<file path="config.mk">
export PLATFORM = sky130hd
export DESIGN_NAME = cdc_hs_src_ctrl
export DESIGN_NICKNAME = d
export VERILOG_FILES = /design/src/rtl/cdc_ctrl_pkg.sv /design/src/rtl/sync_2dff.sv /design/src/rtl/cdc_hs_src_ctrl.sv
export SDC_FILE = /design/constraint.sdc
export NUM_CORES = 1
export LEC_CHECK = 0
export ABC_AREA = 1
export CELL_PAD_IN_SITES_DETAIL_PLACEMENT = 1
export CELL_PAD_IN_SITES_GLOBAL_PLACEMENT = 2
export CORE_MARGIN = 8
export CORE_UTILIZATION = 31
export CTS_BUF_LIST = sky130_fd_sc_hd__clkbuf_4 sky130_fd_sc_hd__clkbuf_8
export DETAILED_ROUTE_END_ITERATION = 16
export PLACE_DENSITY_LB_ADDON = 0.05
export RECOVER_POWER = 100
export SYNTH_ARGS = -nofsm -noshare
export SYNTH_HDL_FRONTEND = slang
export SYNTH_SLANG_ARGS = --single-unit
export TNS_END_PERCENT = 30
</file>
<file path="constraint.sdc">
create_clock -name clk_i -period 3.1 [get_ports clk_i]
set_input_delay 0.31 -clock clk_i [delete_from_list [all_inputs] [get_ports clk_i]]
set_output_delay 0.31 -clock clk_i [all_outputs]
set_load 0.1 [all_outputs]
</file>
<file path="src/rtl/cdc_ctrl_pkg.sv">
// Shared types and constants for the source-side CDC handshake controller.
package cdc_ctrl_pkg;

  // Handshake phases of the source-side 4-phase req/ack sequence.
  typedef enum logic [1:0] {
    HS_IDLE   = 2'd0,
    HS_REQ_HI = 2'd1,
    HS_REQ_LO = 2'd2
  } hs_state_e;

  localparam int unsigned DEF_TIMEOUT_CYCLES = 1024;

  // Width of a counter that can reach 'cycles'; never below 1 bit so a
  // disabled timeout (cycles == 0) still yields a legal vector.
  function automatic int unsigned cnt_width(input int unsigned cycles);
    return (cycles == 0) ? 1 : $clog2(cycles + 1);
  endfunction

endpackage

</file>
<file path="src/rtl/sync_2dff.sv">
// Two-flop level synchronizer for a single asynchronous control bit.
// The output follows the input two destination-clock edges later.
module sync_2dff #(
  parameter bit SYNTHESIS = 1'b0
) (
  input  logic clk_i,
  input  logic rstn_i,
  input  logic d_i,
  output logic q_o
);

  logic [1:0] sync_q;
  logic [1:0] sync_d;

  // Shift the raw level into the two-stage chain.
  always_comb begin
    sync_d = {sync_q[0], d_i};
  end

  // Synchronizer registers, cleared by the synchronous active-low reset.
  always_ff @(posedge clk_i) begin
    if (!rstn_i) begin
      sync_q <= '0;
    end else begin
      sync_q <= sync_d;
    end
  end

  assign q_o = sync_q[1];

  // Simulation model: a level crossing the boundary must be held for at
  // least two samples, otherwise it could be lost in a metastable window.
  generate
    if (SYNTHESIS == 1'b0) begin : g_sim_model
      a_level_held : assert property (
        @(posedge clk_i) disable iff (!rstn_i) $changed(d_i) |=> $stable(d_i)
      );
    end
  endgenerate

endmodule

</file>
<file path="src/rtl/cdc_hs_src_ctrl.sv">
// Source-domain controller for a 4-phase req/ack CDC handshake.
// Handshake: a word is taken when valid_i & ready_o are both high at a clock
// edge; the word is then held on data_o while req_o is raised, req_o drops
// once the synchronized ack is seen high, and the block returns to idle when
// the synchronized ack falls again. Each phase is guarded by a timeout.
module cdc_hs_src_ctrl
  import cdc_ctrl_pkg::*;
#(
  parameter int unsigned DATA_W         = 8,
  parameter bit          SYNTHESIS      = 1'b0,
  parameter int unsigned TIMEOUT_CYCLES = DEF_TIMEOUT_CYCLES
) (
  input  logic              clk_i,
  input  logic              rstn_i,
  input  logic              valid_i,
  input  logic [DATA_W-1:0] data_i,
  output logic              ready_o,
  output logic              req_o,
  output logic [DATA_W-1:0] data_o,
  input  logic              ack_i,
  output logic              busy_o,
  output logic              done_o,
  output logic              timeout_o,
  output hs_state_e         dbg_state_o
);

  localparam int unsigned      CNT_W    = cnt_width(TIMEOUT_CYCLES);
  localparam bit               TMO_EN   = (TIMEOUT_CYCLES != 0);
  localparam logic [CNT_W-1:0] CNT_LAST = TMO_EN ? CNT_W'(TIMEOUT_CYCLES - 1) : '0;
  localparam logic [CNT_W-1:0] CNT_MAX  = '1;

  hs_state_e         state_q, state_d;
  logic [CNT_W-1:0]  cnt_q, cnt_d;
  logic              req_q, req_d;
  logic [DATA_W-1:0] data_q, data_d;
  logic              done_q, done_d;
  logic              tmo_q, tmo_d;
  logic              hi_tmo_q, hi_tmo_d;   // REQ_HI was left by timeout
  logic              ack_s;
  logic              tmo_hit;
  logic [CNT_W-1:0]  cnt_inc;

  sync_2dff #(
    .SYNTHESIS (SYNTHESIS)
  ) u_ack_sync (
    .clk_i  (clk_i),
    .rstn_i (rstn_i),
    .d_i    (ack_i),
    .q_o    (ack_s)
  );

  assign tmo_hit = TMO_EN && (cnt_q == CNT_LAST);
  assign cnt_inc = (cnt_q == CNT_MAX) ? cnt_q : cnt_q + CNT_W'(1);

  // Next-state, counter and output decode; ack beats timeout in both phases.
  always_comb begin
    state_d  = state_q;
    cnt_d    = cnt_q;
    req_d    = req_q;
    data_d   = data_q;
    done_d   = 1'b0;
    tmo_d    = 1'b0;
    hi_tmo_d = hi_tmo_q;
    unique case (state_q)
      HS_IDLE: begin
        if (valid_i && !ack_s) begin
          data_d   = data_i;
          req_d    = 1'b1;
          cnt_d    = '0;
          hi_tmo_d = 1'b0;
          state_d  = HS_REQ_HI;
        end
      end
      HS_REQ_HI: begin
        if (ack_s) begin
          req_d   = 1'b0;
          cnt_d   = '0;
          state_d = HS_REQ_LO;
        end else if (tmo_hit) begin
          req_d    = 1'b0;
          tmo_d    = 1'b1;
          cnt_d    = '0;
          hi_tmo_d = 1'b1;
          state_d  = HS_REQ_LO;
        end else begin
          cnt_d = cnt_inc;
        end
      end
      HS_REQ_LO: begin
        if (!ack_s) begin
          done_d  = !hi_tmo_q;
          state_d = HS_IDLE;
        end else if (tmo_hit) begin
          tmo_d   = 1'b1;
          state_d = HS_IDLE;
        end else begin
          cnt_d = cnt_inc;
        end
      end
      default: begin
        req_d   = 1'b0;
        state_d = HS_IDLE;
      end
    endcase
  end

  // State, counter and output registers with synchronous active-low reset.
  always_ff @(posedge clk_i) begin
    if (!rstn_i) begin
      state_q  <= HS_IDLE;
      cnt_q    <= '0;
      req_q    <= 1'b0;
      data_q   <= '0;
      done_q   <= 1'b0;
      tmo_q    <= 1'b0;
      hi_tmo_q <= 1'b0;
    end else begin
      state_q  <= state_d;
      cnt_q    <= cnt_d;
      req_q    <= req_d;
      data_q   <= data_d;
      done_q   <= done_d;
      tmo_q    <= tmo_d;
      hi_tmo_q <= hi_tmo_d;
    end
  end

  assign ready_o     = (state_q == HS_IDLE) && !ack_s;
  assign busy_o      = (state_q != HS_IDLE);
  assign req_o       = req_q;
  assign data_o      = data_q;
  assign done_o      = done_q;
  assign timeout_o   = tmo_q;
  assign dbg_state_o = state_q;

endmodule

</file>
==> out/results.ini <==
[global_route]
first_global_vias = 1565
grtUsageTotal = 0.120
grt_first_pass_wirelength_um = 7250
antenna_found_initial = 0
overflow = 0
grt_max_degree = 15

[placed_design]
place.gp.congestion = 0.786
io_buffers = 26
place_area_um2 = 1730
hpwlAfterDp_um = 3440
place_ws_ns = 1.02

[clock_tree]
cts_tree = yes
cts_setup_buffers = 0
post_cts_resized = 0
cts_hold_buf = 0
cts.sinks = 27
cts.path.max_buffers = 2
htreeDepth = 1
clock_latency_ns = 0.27
cts_made_buffers = 3
clk_pin_slew_ns = 0.10
cts-root-buf = clkbuf_8

[yosys]
syn-cell-area_um2 = 1430
yosysUniqueCellTypes = 32
ys_seq_area_frac = 0.379
synth_nets = 222
synth_edf_count = 0
ys.flop_type = dfxtp_1
syn_inst = 206
synth_warnings = 0
syn_avg_cell_area_um2 = 6.92
ys_seq_elements = 27
ys_async_sr_fraction = 0

[detailed_routing]
routedWlPerCell_um = 14.7
num_vias = 1417
drt_wl_total_um = 4210
drt_pass1_iterations = 4
drc = 0
dr.first_iter.drc_count = 56
ant_nets = 0
viasPerCell = 4.95

[power_and_ir_drop]
power_density_nw_per_um2 = 660
ir_worst_vdd_mv = 0.288
p_leak_nw = 0.801

[worst_setup_path]
r2r-start = dbg_state_o[1]
cp_cell_sequence = inv_1, ha_1, inv_1, clkbuf_1
r2r_slack_ns = 1.21
critical_path_class = reg2out
reg2reg_to = data_o[4]
crit_fanout = 5
path_common_cell = inv_1
crit_path_end_kind = output pin
reg2reg_depth = 7
setup.worst_path.start_class = register
required_ns = 2.79
crit_arrival_ns = 1.96
slowest_stage = clkbuf_1
worst_path_largest_cell_delay_ns = 0.88

[min_path]
hold_path_end = u_ack_sync.sync_q[1]
whs_path_depth = 2
hp-class = reg2reg
holdCritStartpoint = u_ack_sync.sync_q[0]

[final_layout]
areaGrowthSynthToFinish_pct = 23.4
multi_input_area_um2 = 754
final_area_um2 = 1760
diodes = 0
final_nets = 251
drive_above_1_share = 0.0769
regArea_um2 = 541
fillCellCount = 569

[floorplan]
coreArea_um2 = 4380
die_h_um = 83.8
num_rows = 24
io_pins = 27
start_util = 0.325
dieWidth_um = 83.8
dieArea_um2 = 7020

[timing]
setup_viol = 0
fin_skew_ns = 0.00757
worstMarginPinSlew_ns = 1.19
fin_crit_sh = 0.733
relSlewSlack = 0.209
fmax_ghz = 0.440
setup_ws_ns = 0.829
tns_ns = 0
hold_viol = 0
finalMaxSlewViolations = 0
layout_min_cycle_time_ns = 2.27
rsz0062_at_grt = false

[flow_run]
cap_violations = 0

[run_status]
status = complete, no violations

==> per-layer routing <==
metal  track usage  vias up  wire length [um]
met2         0.224       23              2180
met5             0        -                 0
met3        0.0293        2               162
li1              -      707                 -
met1         0.134      685              1850
met4        0.0235        0                19
==> cells by family (layout without fill, tap and decap cells) <==
logic type / Yosys count / count (layout) / synth area share
AND/OR/NAND/NOR: 114 / 114 / 0.376
buffers and inverters: 31 / 59 / 0.0878
flip-flops: 27 / 27 / 0.379
AO/OA/AOI/OAI: 29 / 29 / 0.116
adder cells (fa/ha/maj): 4 / 4 / 0.0351
XOR/XNOR: 1 / 1 / 0.00615
==> worst max-delay path, delay by kind of cell (launching register included) <==
family / cells / cell delay, ns
adders and majority gates: 1 / 0.21
buffers and inverters: 3 / 1.10
DFF: 1 / 0.39
==> cell usage in the layout (no fill, tap or decap), drive strengths merged, types with 4 or more instances in the layout <==
master	Yosys	layout
a21oi	6	6
clkbuf	1	8
clkdlybuf4s50	0	10
dfxtp	27	27
dlygate4sd3	0	13
ha	4	4
inv	26	25
nand2	56	56
nand3	13	13
nor2	37	37
o21ai	16	16
==> where the power goes <==
part,internal (mW),switching [mW],leakage (nW)
logic,0.112,0.430,0.554
registers,0.381,0.0222,0.221
clock network,0.101,0.116,0.0262
total,0.594,0.568,0.801
==> through the flow <==
| step | total power, mW | hold WS [ns] | utilization | std cells |
|---|---|---|---|---|
| after floorplan | 0.834 | 0.390 | - | 206 |
| after global placement | 0.971 | 0.409 | 0.395 | 282 |
| after detailed placement | 0.982 | 0.400 | 0.395 | 282 |
| after CTS | 1.21 | 0.424 | 0.406 | 286 |
| after global routing | 1.23 | 0.446 | 0.401 | 286 |
| final | 1.16 | 0.422 | 0.401 | 286 |
==> final cells by class <==
type                       instances  share of cell area
multi-input combinational        148               0.429
sequential                        27               0.307
timing repair buffer              27               0.139
inverter                          28              0.0597
tap                               52              0.0370
clock buffer                       4              0.0277
==> flip-flops by register name, indices dropped and copies added, names as in the netlist <==
| signal | flops |
|---|---|
| cnt_q | 11 |
| data_o | 8 |
| dbg_state_o | 2 |
| done_o | 1 |
| hi_tmo_q | 1 |
| req_o | 1 |
| timeout_o | 1 |
| u_ack_sync.sync_q | 2 |
==> Yosys cell counts (2+ instances only) <==
library cell | instances | share of area
nor2_1 | 34 | 0.090
nand4_1 | 3 | 0.013
dfxtp_1 | 27 | 0.38
o211ai_1 | 3 | 0.016
ha_1 | 4 | 0.035
o21ai_1 | 6 | 0.021
o21ai_0 | 10 | 0.035
nand3_1 | 10 | 0.035
inv_2 | 5 | 0.013
clkinv_1 | 2 | 0.0053
nand3b_1 | 2 | 0.011
nand2_1 | 53 | 0.14
nand2_2 | 3 | 0.013
nand3_4 | 2 | 0.025
inv_1 | 21 | 0.055
a21oi_1 | 5 | 0.018
==> worst max path at each step <==
stage,startpoint,end,slack [ns],depth (start not counted)
floorplan,dbg_state_o[1],cnt_q[6],0.26,10
global placement,valid_i,data_o[5],1.12,6
detailed placement,valid_i,data_o[4],1.02,6
CTS,dbg_state_o[1],dbg_state_o[1],0.97,1
global route,dbg_state_o[1],ready_o,0.73,5
finish,dbg_state_o[0],busy_o,0.83,4
Power figures use the tool's default switching activity.
